`src/rtl/dec_alu_stage.sv`:
```
// ============================================================================
// Module  : dec_alu_stage
// Brief   : RV32I decode stage (ORI/ADDI/ADD/SUB) and DEC->ALU pipeline
//           register. Reads the register file, detects RAW hazards against
//           the ALU and MEM stages and stalls fetch with bubbles, honours
//           downstream stall and branch flush, counts hazard stall cycles.
//           Optional feature macro: DEC_ALU_FORWARDING_EN - resolves hazards
//           by forwarding ex_data / mem_data instead of stalling.
// Revision: 1.0 - initial release
// ============================================================================
`default_nettype none

`ifndef DataSize
`define DataSize 32
`endif
`ifndef ALUControlBus
`define ALUControlBus 3:0
`endif
`ifndef ALUop
`define ALUop 4'd0
`endif
`ifndef ALUop_ORI
`define ALUop_ORI 4'd1
`endif
`ifndef ALUop_ADDI
`define ALUop_ADDI 4'd2
`endif
`ifndef ALUop_ADD
`define ALUop_ADD 4'd3
`endif
`ifndef ALUop_SUB
`define ALUop_SUB 4'd4
`endif

module dec_alu_stage #(
  parameter int DW    = `DataSize,
  parameter int AW    = 5,
  parameter int CNT_W = 16
) (
  input  logic                  clk,
  input  logic                  rst_n,
  // fetch interface
  input  logic                  if_valid,
  input  logic [31:0]           if_instr,
  output logic                  id_ready,
  // control
  input  logic                  flush,
  input  logic                  alu_stall,
  // register file
  output logic [AW-1:0]         rs1_addr,
  output logic [AW-1:0]         rs2_addr,
  input  logic [DW-1:0]         rs1_data,
  input  logic [DW-1:0]         rs2_data,
  // downstream destinations for hazard detection / forwarding
  input  logic [AW-1:0]         ex_rd_addr,
  input  logic                  ex_reg_write,
  input  logic [DW-1:0]         ex_data,
  input  logic [AW-1:0]         mem_rd_addr,
  input  logic                  mem_reg_write,
  input  logic [DW-1:0]         mem_data,
  // ALU-side registered outputs
  output logic [DW-1:0]         dataSource1,
  output logic [DW-1:0]         dataSource2,
  output logic [DW-1:0]         immValue,
  output logic [`ALUControlBus] op,
  output logic [AW-1:0]         rd_addr,
  output logic                  reg_write,
  output logic                  out_valid,
  output logic                  illegal_instr,
  output logic [CNT_W-1:0]      stall_cycles
);

  localparam logic [6:0] c_OPC_IMM = 7'b0010011;
  localparam logic [6:0] c_OPC_REG = 7'b0110011;
  localparam logic [2:0] c_F3_ADD  = 3'b000;
  localparam logic [2:0] c_F3_OR   = 3'b110;
  localparam logic [6:0] c_F7_BASE = 7'b0000000;
  localparam logic [6:0] c_F7_ALT  = 7'b0100000;

  typedef enum logic [0:0] {
    ST_RUN = 1'b0,
    ST_HAZ = 1'b1
  } state_t;

  state_t r_state;
  state_t w_state_nxt;

  // instruction fields
  logic [6:0]           w_opcode;
  logic [2:0]           w_funct3;
  logic [6:0]           w_funct7;
  logic [AW-1:0]        w_rs1;
  logic [AW-1:0]        w_rs2;
  logic [AW-1:0]        w_rd;

  // decode results
  logic                 w_is_itype;
  logic                 w_is_rtype;
  logic                 w_legal;
  logic [`ALUControlBus] w_dec_op;
  logic [DW-1:0]        w_imm;
  logic [DW-1:0]        w_op1;
  logic [DW-1:0]        w_op2;

  // hazard / control
  logic                 w_use_rs1;
  logic                 w_use_rs2;
  logic                 w_rs1_ex;
  logic                 w_rs1_mem;
  logic                 w_rs2_ex;
  logic                 w_rs2_mem;
  logic                 w_hazard;
  logic                 w_hold;
  logic                 w_load_instr;
  logic                 w_cnt_en;

  // pipeline register
  logic [DW-1:0]        r_ds1;
  logic [DW-1:0]        r_ds2;
  logic [DW-1:0]        r_imm;
  logic [`ALUControlBus] r_op;
  logic [AW-1:0]        r_rd;
  logic                 r_reg_write;
  logic                 r_valid;
  logic                 r_illegal;
  logic [CNT_W-1:0]     r_stall_cnt;

  assign w_opcode = if_instr[6:0];
  assign w_funct3 = if_instr[14:12];
  assign w_funct7 = if_instr[31:25];
  assign w_rs1    = if_instr[19:15];
  assign w_rs2    = if_instr[24:20];
  assign w_rd     = if_instr[11:7];

  assign rs1_addr = w_rs1;
  assign rs2_addr = w_rs2;

  // Classify the fetched word into one of the four supported operations
  always_comb begin
    w_is_itype = 1'b0;
    w_is_rtype = 1'b0;
    w_dec_op   = `ALUop;
    if (w_opcode == c_OPC_IMM && w_funct3 == c_F3_OR) begin
      w_is_itype = 1'b1;
      w_dec_op   = `ALUop_ORI;
    end else if (w_opcode == c_OPC_IMM && w_funct3 == c_F3_ADD) begin
      w_is_itype = 1'b1;
      w_dec_op   = `ALUop_ADDI;
    end else if (w_opcode == c_OPC_REG && w_funct3 == c_F3_ADD && w_funct7 == c_F7_BASE) begin
      w_is_rtype = 1'b1;
      w_dec_op   = `ALUop_ADD;
    end else if (w_opcode == c_OPC_REG && w_funct3 == c_F3_ADD && w_funct7 == c_F7_ALT) begin
      w_is_rtype = 1'b1;
      w_dec_op   = `ALUop_SUB;
    end
  end

  assign w_legal = w_is_itype | w_is_rtype;
  assign w_imm   = {{(DW-12){if_instr[31]}}, if_instr[31:20]};

  // x0 never carries a dependency; rs2 only matters for register-register ops
  assign w_use_rs1 = w_legal & (w_rs1 != '0);
  assign w_use_rs2 = w_is_rtype & (w_rs2 != '0);

  assign w_rs1_ex  = w_use_rs1 & ex_reg_write  & (ex_rd_addr  == w_rs1);
  assign w_rs1_mem = w_use_rs1 & mem_reg_write & (mem_rd_addr == w_rs1);
  assign w_rs2_ex  = w_use_rs2 & ex_reg_write  & (ex_rd_addr  == w_rs2);
  assign w_rs2_mem = w_use_rs2 & mem_reg_write & (mem_rd_addr == w_rs2);

`ifdef DEC_ALU_FORWARDING_EN
  // The younger producer (ALU stage) wins when both stages target the same register
  assign w_hazard = 1'b0;
  assign w_op1    = w_rs1_ex ? ex_data : (w_rs1_mem ? mem_data : rs1_data);
  assign w_op2    = w_rs2_ex ? ex_data : (w_rs2_mem ? mem_data : rs2_data);
`else
  logic w_unused_fwd;
  assign w_unused_fwd = ^{ex_data, mem_data};
  assign w_hazard     = if_valid & (w_rs1_ex | w_rs1_mem | w_rs2_ex | w_rs2_mem);
  assign w_op1        = rs1_data;
  assign w_op2        = rs2_data;
`endif

  // Priority: flush beats downstream stall, which beats the hazard stall
  assign id_ready     = (~alu_stall & ~w_hazard) | flush;
  assign w_hold       = ~flush & alu_stall;
  assign w_load_instr = ~flush & ~alu_stall & ~w_hazard & if_valid;

  // Hazard FSM state register
  always_ff @(posedge clk or negedge rst_n) begin
    if (!rst_n) begin
      r_state <= ST_RUN;
    end else begin
      r_state <= w_state_nxt;
    end
  end

  // Hazard FSM next state and stall-count enable
  always_comb begin
    w_state_nxt = r_state;
    w_cnt_en    = 1'b0;
    if (flush) begin
      w_state_nxt = ST_RUN;
    end else if (!alu_stall) begin
      case (r_state)
        ST_RUN: begin
          if (w_hazard) begin
            w_state_nxt = ST_HAZ;
            w_cnt_en    = 1'b1;
          end
        end
        ST_HAZ: begin
          if (w_hazard) begin
            w_cnt_en = 1'b1;
          end else begin
            w_state_nxt = ST_RUN;
          end
        end
        default: w_state_nxt = ST_RUN;
      endcase
    end
  end

  // DEC->ALU register: hold on downstream stall, else load instruction or bubble
  always_ff @(posedge clk or negedge rst_n) begin
    if (!rst_n) begin
      r_ds1       <= '0;
      r_ds2       <= '0;
      r_imm       <= '0;
      r_op        <= `ALUop;
      r_rd        <= '0;
      r_reg_write <= 1'b0;
      r_valid     <= 1'b0;
      r_illegal   <= 1'b0;
    end else begin
      r_illegal <= 1'b0;
      if (w_load_instr) begin
        r_ds1       <= w_legal    ? w_op1 : '0;
        r_ds2       <= w_is_rtype ? w_op2 : '0;
        r_imm       <= w_is_itype ? w_imm : '0;
        r_op        <= w_dec_op;
        r_rd        <= w_legal ? w_rd : '0;
        r_reg_write <= w_legal & (w_rd != '0);
        r_valid     <= 1'b1;
        r_illegal   <= ~w_legal;
      end else if (!w_hold) begin
        r_ds1       <= '0;
        r_ds2       <= '0;
        r_imm       <= '0;
        r_op        <= `ALUop;
        r_rd        <= '0;
        r_reg_write <= 1'b0;
        r_valid     <= 1'b0;
      end
    end
  end

  // Saturating count of hazard stall cycles
  always_ff @(posedge clk or negedge rst_n) begin
    if (!rst_n) begin
      r_stall_cnt <= '0;
    end else if (w_cnt_en && (r_stall_cnt != {CNT_W{1'b1}})) begin
      r_stall_cnt <= r_stall_cnt + 1'b1;
    end
  end

  assign dataSource1   = r_ds1;
  assign dataSource2   = r_ds2;
  assign immValue      = r_imm;
  assign op            = r_op;
  assign rd_addr       = r_rd;
  assign reg_write     = r_reg_write;
  assign out_valid     = r_valid;
  assign illegal_instr = r_illegal;
  assign stall_cycles  = r_stall_cnt;

endmodule

`default_nettype wire

```
`config.mk`:
```
export PLATFORM = sky130hd
export DESIGN_NAME = dec_alu_stage
export DESIGN_NICKNAME = d
export VERILOG_FILES = /design/src/rtl/dec_alu_stage.sv
export SDC_FILE = /design/constraint.sdc
export NUM_CORES = 1
export LEC_CHECK = 0
export ABC_AREA = 1
export BUFFER_PORTS_ARGS = -buffer_cell sky130_fd_sc_hd__buf_2
export CORE_MARGIN = 4
export CORE_UTILIZATION = 25
export DETAILED_ROUTE_END_ITERATION = 8
export PLACE_DENSITY = 0.54
export SLEW_MARGIN = 25
export SYNTH_ARGS = -nofsm -noshare
export SYNTH_HDL_FRONTEND = slang
export SYNTH_SLANG_ARGS = --single-unit
```
`constraint.sdc`:
```
create_clock -name clk -period 2.7 [get_ports clk]
set_clock_uncertainty 0.05 [all_clocks]
set_input_delay 0 -clock clk [delete_from_list [all_inputs] [get_ports clk]]
set_output_delay 0 -clock clk [all_outputs]
set_load 0.02 [all_outputs]
```
# ---- Word level (Yosys, flattened, before mapping)
# Cells that the tools add are included.
dict set report op_classes {
  add_sub_neg 1
  n_eq_ne 10
  mux 29
  bitwise_logic 26
  n_reduce_logical 11
}
# op count
set op_table {}
lappend op_table {{32-bit 2-to-1 mux} 7}
lappend op_table {{5-bit equality test} 4}
lappend op_table {{1-bit AND} 17}
lappend op_table {{16-bit by 1-bit adder with 16-bit output, second input constant} 1}
lappend op_table {{16-bit != test, second input constant} 1}
lappend op_table {{5-bit 2-to-1 mux} 3}
lappend op_table {{5-bit nonzero test} 3}
lappend op_table {{7-bit by 6-bit equality test with 1-bit output, second input constant} 2}
lappend op_table {{1-bit 2-to-1 mux} 13}
lappend op_table {{4-bit 2-to-1 mux} 3}
lappend op_table {{3-bit 2-to-1 mux} 3}
lappend op_table {{7-bit by 5-bit equality test with 1-bit output, second input constant} 1}
lappend op_table {{7-bit zero test} 1}
lappend op_table {{1-bit logical AND} 6}
lappend op_table {{1-bit OR} 5}
lappend op_table {{1-bit inverter} 4}
lappend op_table {{3-bit equality test, second input constant} 1}
lappend op_table {{3-bit zero test} 1}
lappend op_table {{2-bit by 1-bit != test with 1-bit output, second input constant} 1}
dict set report totals {
  reg_bits 124
  in_bits 177
  out_inout_bits 135
  elab_cells 86
}

# ---- Logic depth before layout (Yosys ltp)
dict set report depth {
  ltp_word 19
  depth_mapped 13
  depth_no_buf 13
}

# ---- Worst setup path after synthesis
# OpenSTA, ideal clock, no wires.
dict set report synth_path {
  kind {register to register}
  from {register r_stall_cnt[0], in the netlist stall_cycles[0]}
  to {register r_stall_cnt[11], in the netlist stall_cycles[11]}
  setup_ns 0.119
  arrival_time_ns 1.716
  t_required_ns 2.531
  setup_slack_ns 0.816
  stages_incl_launch_ff 9
  n_path_buf 0
  synth_period_minus_slack_ns 1.884
  path_cell_list {dfrtp_1 -> ha_1 -> nand2_1 -> nor3_1 -> a31oi_1 -> nand2_2 -> nor2_2 -> nand2_1 -> o21a_1}
}
dict set report synth_between {
  elab_chain_len 2
  word_cells_on_any_way 3
  cone_classes {1 x add/sub; 1 x eq/ne; 1 x reduce/logical}
}
# element line_no
set synth_rtl {}
lappend synth_rtl {{start, declared} 126} ;# logic [CNT_W-1:0] r_stall_cnt;
lappend synth_rtl {{start signal, assigned} 262} ;# r_stall_cnt <= r_stall_cnt + 1'b1;
lappend synth_rtl {{parallel branches: the longest is 2 deep, another holds 16-bit by 1-bit adder with 16-bit output} n/a}
# Several ways; the timed one is not identified.
# A chain may end at the register's enable or synchronous reset.

# ---- Final worst setup path
# Same ends and word-level chain as after synthesis.

==> impl_results.md <==
- Status: finished, final reports clean
- Yosys cell types: 34
- Die width: about 150 microns
- Fraction of layout cells with a size suffix above 1: 0.312
- Initial antenna violation count: 0
- ANT cells: 0
- Synth top area cells: dfrtp_1, nand2_1, nand3_1
- Actual slew at the worst max-slew pin: 0.808 ns
- Via count: between 5000 and 6000
- Worst-case clock buffer depth: 2
- Layout area overhead: 47.2%
- Clock latency on the worst-skew pair: approximately 0.35 ns
- CTS tree: built
- CTS-repair resized insts: 0
- Critical path origin: stall_cycles[0]$_DFFE_PN0P_
- Leakage Power: roughly 4.4 nW
- DRC viols: 0
- Seq cells post-synth: between 100 and 150
- R2r setup slk: ~0.66 ns
- R2R Path Start: stall_cycles[0]$_DFFE_PN0P_
- Placed Area: around 0.0063 sq mm
- DRT iter0 DRCs: 151
- WP data arrival: 2.23 ns
- Clock slew at the register clock pins of the worst setup and hold paths: around 0.080 ns
- R2R depth: 8
- Crit path top cell by count: nand2_1
- Fin crit share: 0.756
- Worst vdd ir: around 0.00022 V
- WS Path Type: reg2reg
- Post-CTS Setup Inserts: 0
- Worst hold slack: 0.0548 ns
- Number of enable flip-flop cells after synthesis: 0
- CP Capture Point: stall_cycles[11]$_DFFE_PN0P_
- Setup TNS: 0 ns
- GP Congestion: between 0.8 and 0.9
- Shortest period the worst path allows: 2.04 ns
- Final ANT Viol Nets: 0
- # nets final: roughly 1100
- Fin. max-slew vios: 0
- Asr flop ratio synth: 1.00
- Die area: ~0.023 sq mm
- Slowest stage cell on the critical path: dfrtp_1
- Layout Cells excl Fill: 1190
- Critical Path Source Type: flop
- Chip Height: 150 microns
- Total CTS buffers: 9
- Crit Path Max Fanout: 9
- Worst min-delay path class: in2reg
- Setup violators final: 0
- Dpl hpwl: roughly 12000 microns
- Largest net degree at the start of global routing: between 70 and 80
- Top-area cell type share of the netlist area: 0.510
- Final wirelength: approximately 17000 microns
- GRT Residual Overflow: 0
- Placed cells: 1092
- Synth warnings: 0
- Rel. slew slack: 0.460
- Gr usage total: 0.144
- DP Worst Slack: 0.629 ns
- Required time worst endpoint: 2.89 ns
- Fmax: 0.490 GHz
- Critical path's largest stage delay: approximately 0.43 ns
- Wire per inst: 14.0 microns
- Vias in the first global route: just over 5000
- Clk sinks: roughly 100
- Starting density of the core: 0.257
- Seq/Total Area, Yosys: 0.510
- CP Cell Sequence: ha_1, nand2_1, nor3_1, a31oi_1, nand2_2, nor2_2, nand2_1, o21a_1
- Unrepaired setup endpoints after global routing: no
- Cells after synthesis: 631
- Mapped Nets: 809
- IO Pins: about 310
- Vias per inst: between 4 and 5
- Pre-Repair DR Iteration Count: 4
- Htree depth: 3
- Synth Flop Type: dfrtp_1
- Max-cap violation count: 0
- Setup WS post-layout: between 0.6 and 0.7 ns
- Power Dens Cells: ~430 mW/mm^2
- Leading cell types in the layout, fill and taps excluded: nand2_1, buf_2, dfrtp_1, nand3_1, dlygate4sd3_1
- CTS root buf: clkbuf_16
- Area leader, netlist: dfrtp_1
- CP endpoint kind: flop
- First-pass GRT wire length: ~26000 microns
- PortBufs: 246
- Final Hold Vio Count: 0
- Crit Reg-Reg Endpoint: stall_cycles[11]$_DFFE_PN0P_
- Core ar.: between 0.015 and 0.02 sq mm
- # rows: 51
- Post-Syn Area: between 0.005 and 0.006 sq mm
- Syn_area_per_cell: roughly 8.0 sq um
- Post-route cell area: 0.00744 sq mm
-- stage by stage --
stage / util / total power [W]
global route: 0.379 / 0.00332
CTS: 0.379 / 0.00323
global placement: 0.323 / 0.00185
floorplan: - / 0.00169
finish: 0.379 / 0.00317
detailed placement: 0.323 / 0.00185
-- what timing repair did --
action                                 CTS  global route
endpoints found under the hold margin  138             0
hold buffers                            82             0
setup endpoints to repair                0             0
-- flip-flops by register name (all words and copies together) (netlist names) --
register	count
immValue	12
reg_write	1
dataSource1	32
stall_cycles	16
dataSource2	32
op	3
illegal_instr	1
out_valid	1
rd_addr	5
-- cell type report --
cell class,instances,area (sq um)
Timing Repair Buffer,334,2140
Fill cell,2051,12200
Sequential cell,103,2580
Tap cell,265,332
Inverter,47,176
Multi-Input combinational cell,425,1940
Clock buffer,11,243
Clock inverter,5,42.5
-- logic make-up (layout without fill, tap and decap cells) --
logic type / count (synthesis) / in the layout / share of synthesized area
other: 1 / 1 / 0.000742
AO/OA/AOI/OAI: 20 / 20 / 0.0364
flip-flops: 103 / 103 / 0.510
AND/OR/NAND/NOR: 393 / 393 / 0.325
XOR/XNOR: 10 / 10 / 0.0173
adder cells (fa/ha/maj): 1 / 1 / 0.00247
buffers and inverters: 103 / 397 / 0.109
-- routing by layer --
| metal | vias to the layer above | share of wire | global-route usage |
|---|---|---|---|
| li1 | 2528 | - | - |
| met2 | 171 | 0.48 | 0.258 |
| met3 | 11 | 0.080 | 0.0473 |
| met1 | 2319 | 0.43 | 0.164 |
| met4 | 0 | 0.011 | 0.0380 |
| met5 | - | 0 | 0 |
-- cell usage after synthesis, types with 2 or more instances --
library cell	n
xor2_1	4
xnor2_1	6
inv_1	43
inv_2	4
a31oi_1	2
nand2_2	2
nor3_1	4
buf_1	4
nand3_1	88
o31ai_2	7
nor2_1	41
nor2_2	4
buf_6	5
nand4_1	5
nand2_1	245
o21ai_0	3
buf_4	32
buf_2	4
clkbuf_1	11
dfrtp_1	103
-- critical path, delay by kind of cell, from the launching register on --
family / cells / cell delay, ns
AO/OA/AOI/OAI: 2 / 0.53
adder cells (fa/ha/maj): 1 / 0.26
AND/OR/NAND/NOR: 5 / 0.66
flip-flops: 1 / 0.43
-- how the worst min path moves through the flow --
stage | to | cells past startpoint | start | slack, ns
3_3_place_gp | dataSource1[1]$_DFFE_PN0P_ | 1 | rst_n | 0.08
3_5_place_dp | dataSource1[1]$_DFFE_PN0P_ | 1 | rst_n | 0.08
5_1_grt | immValue[8]$_DFFE_PN0P_ | 4 | flush | 0.08
6_report | dataSource1[18]$_DFFE_PN0P_ | 4 | flush | 0.05
2_1_floorplan | dataSource1[0]$_DFFE_PN0P_ | 0 | rst_n | -0.35
4_1_cts | dataSource1[18]$_DFFE_PN0P_ | 4 | flush | 0.04
-- report_power, final --
group / switching [W] / internal, W
Combinational: 0.000187 / 0.000176
Sequential: 0.000000672 / 0.00154
Clock: 0.000601 / 0.000660
Note: power is estimated with default switching activity, not from simulation.
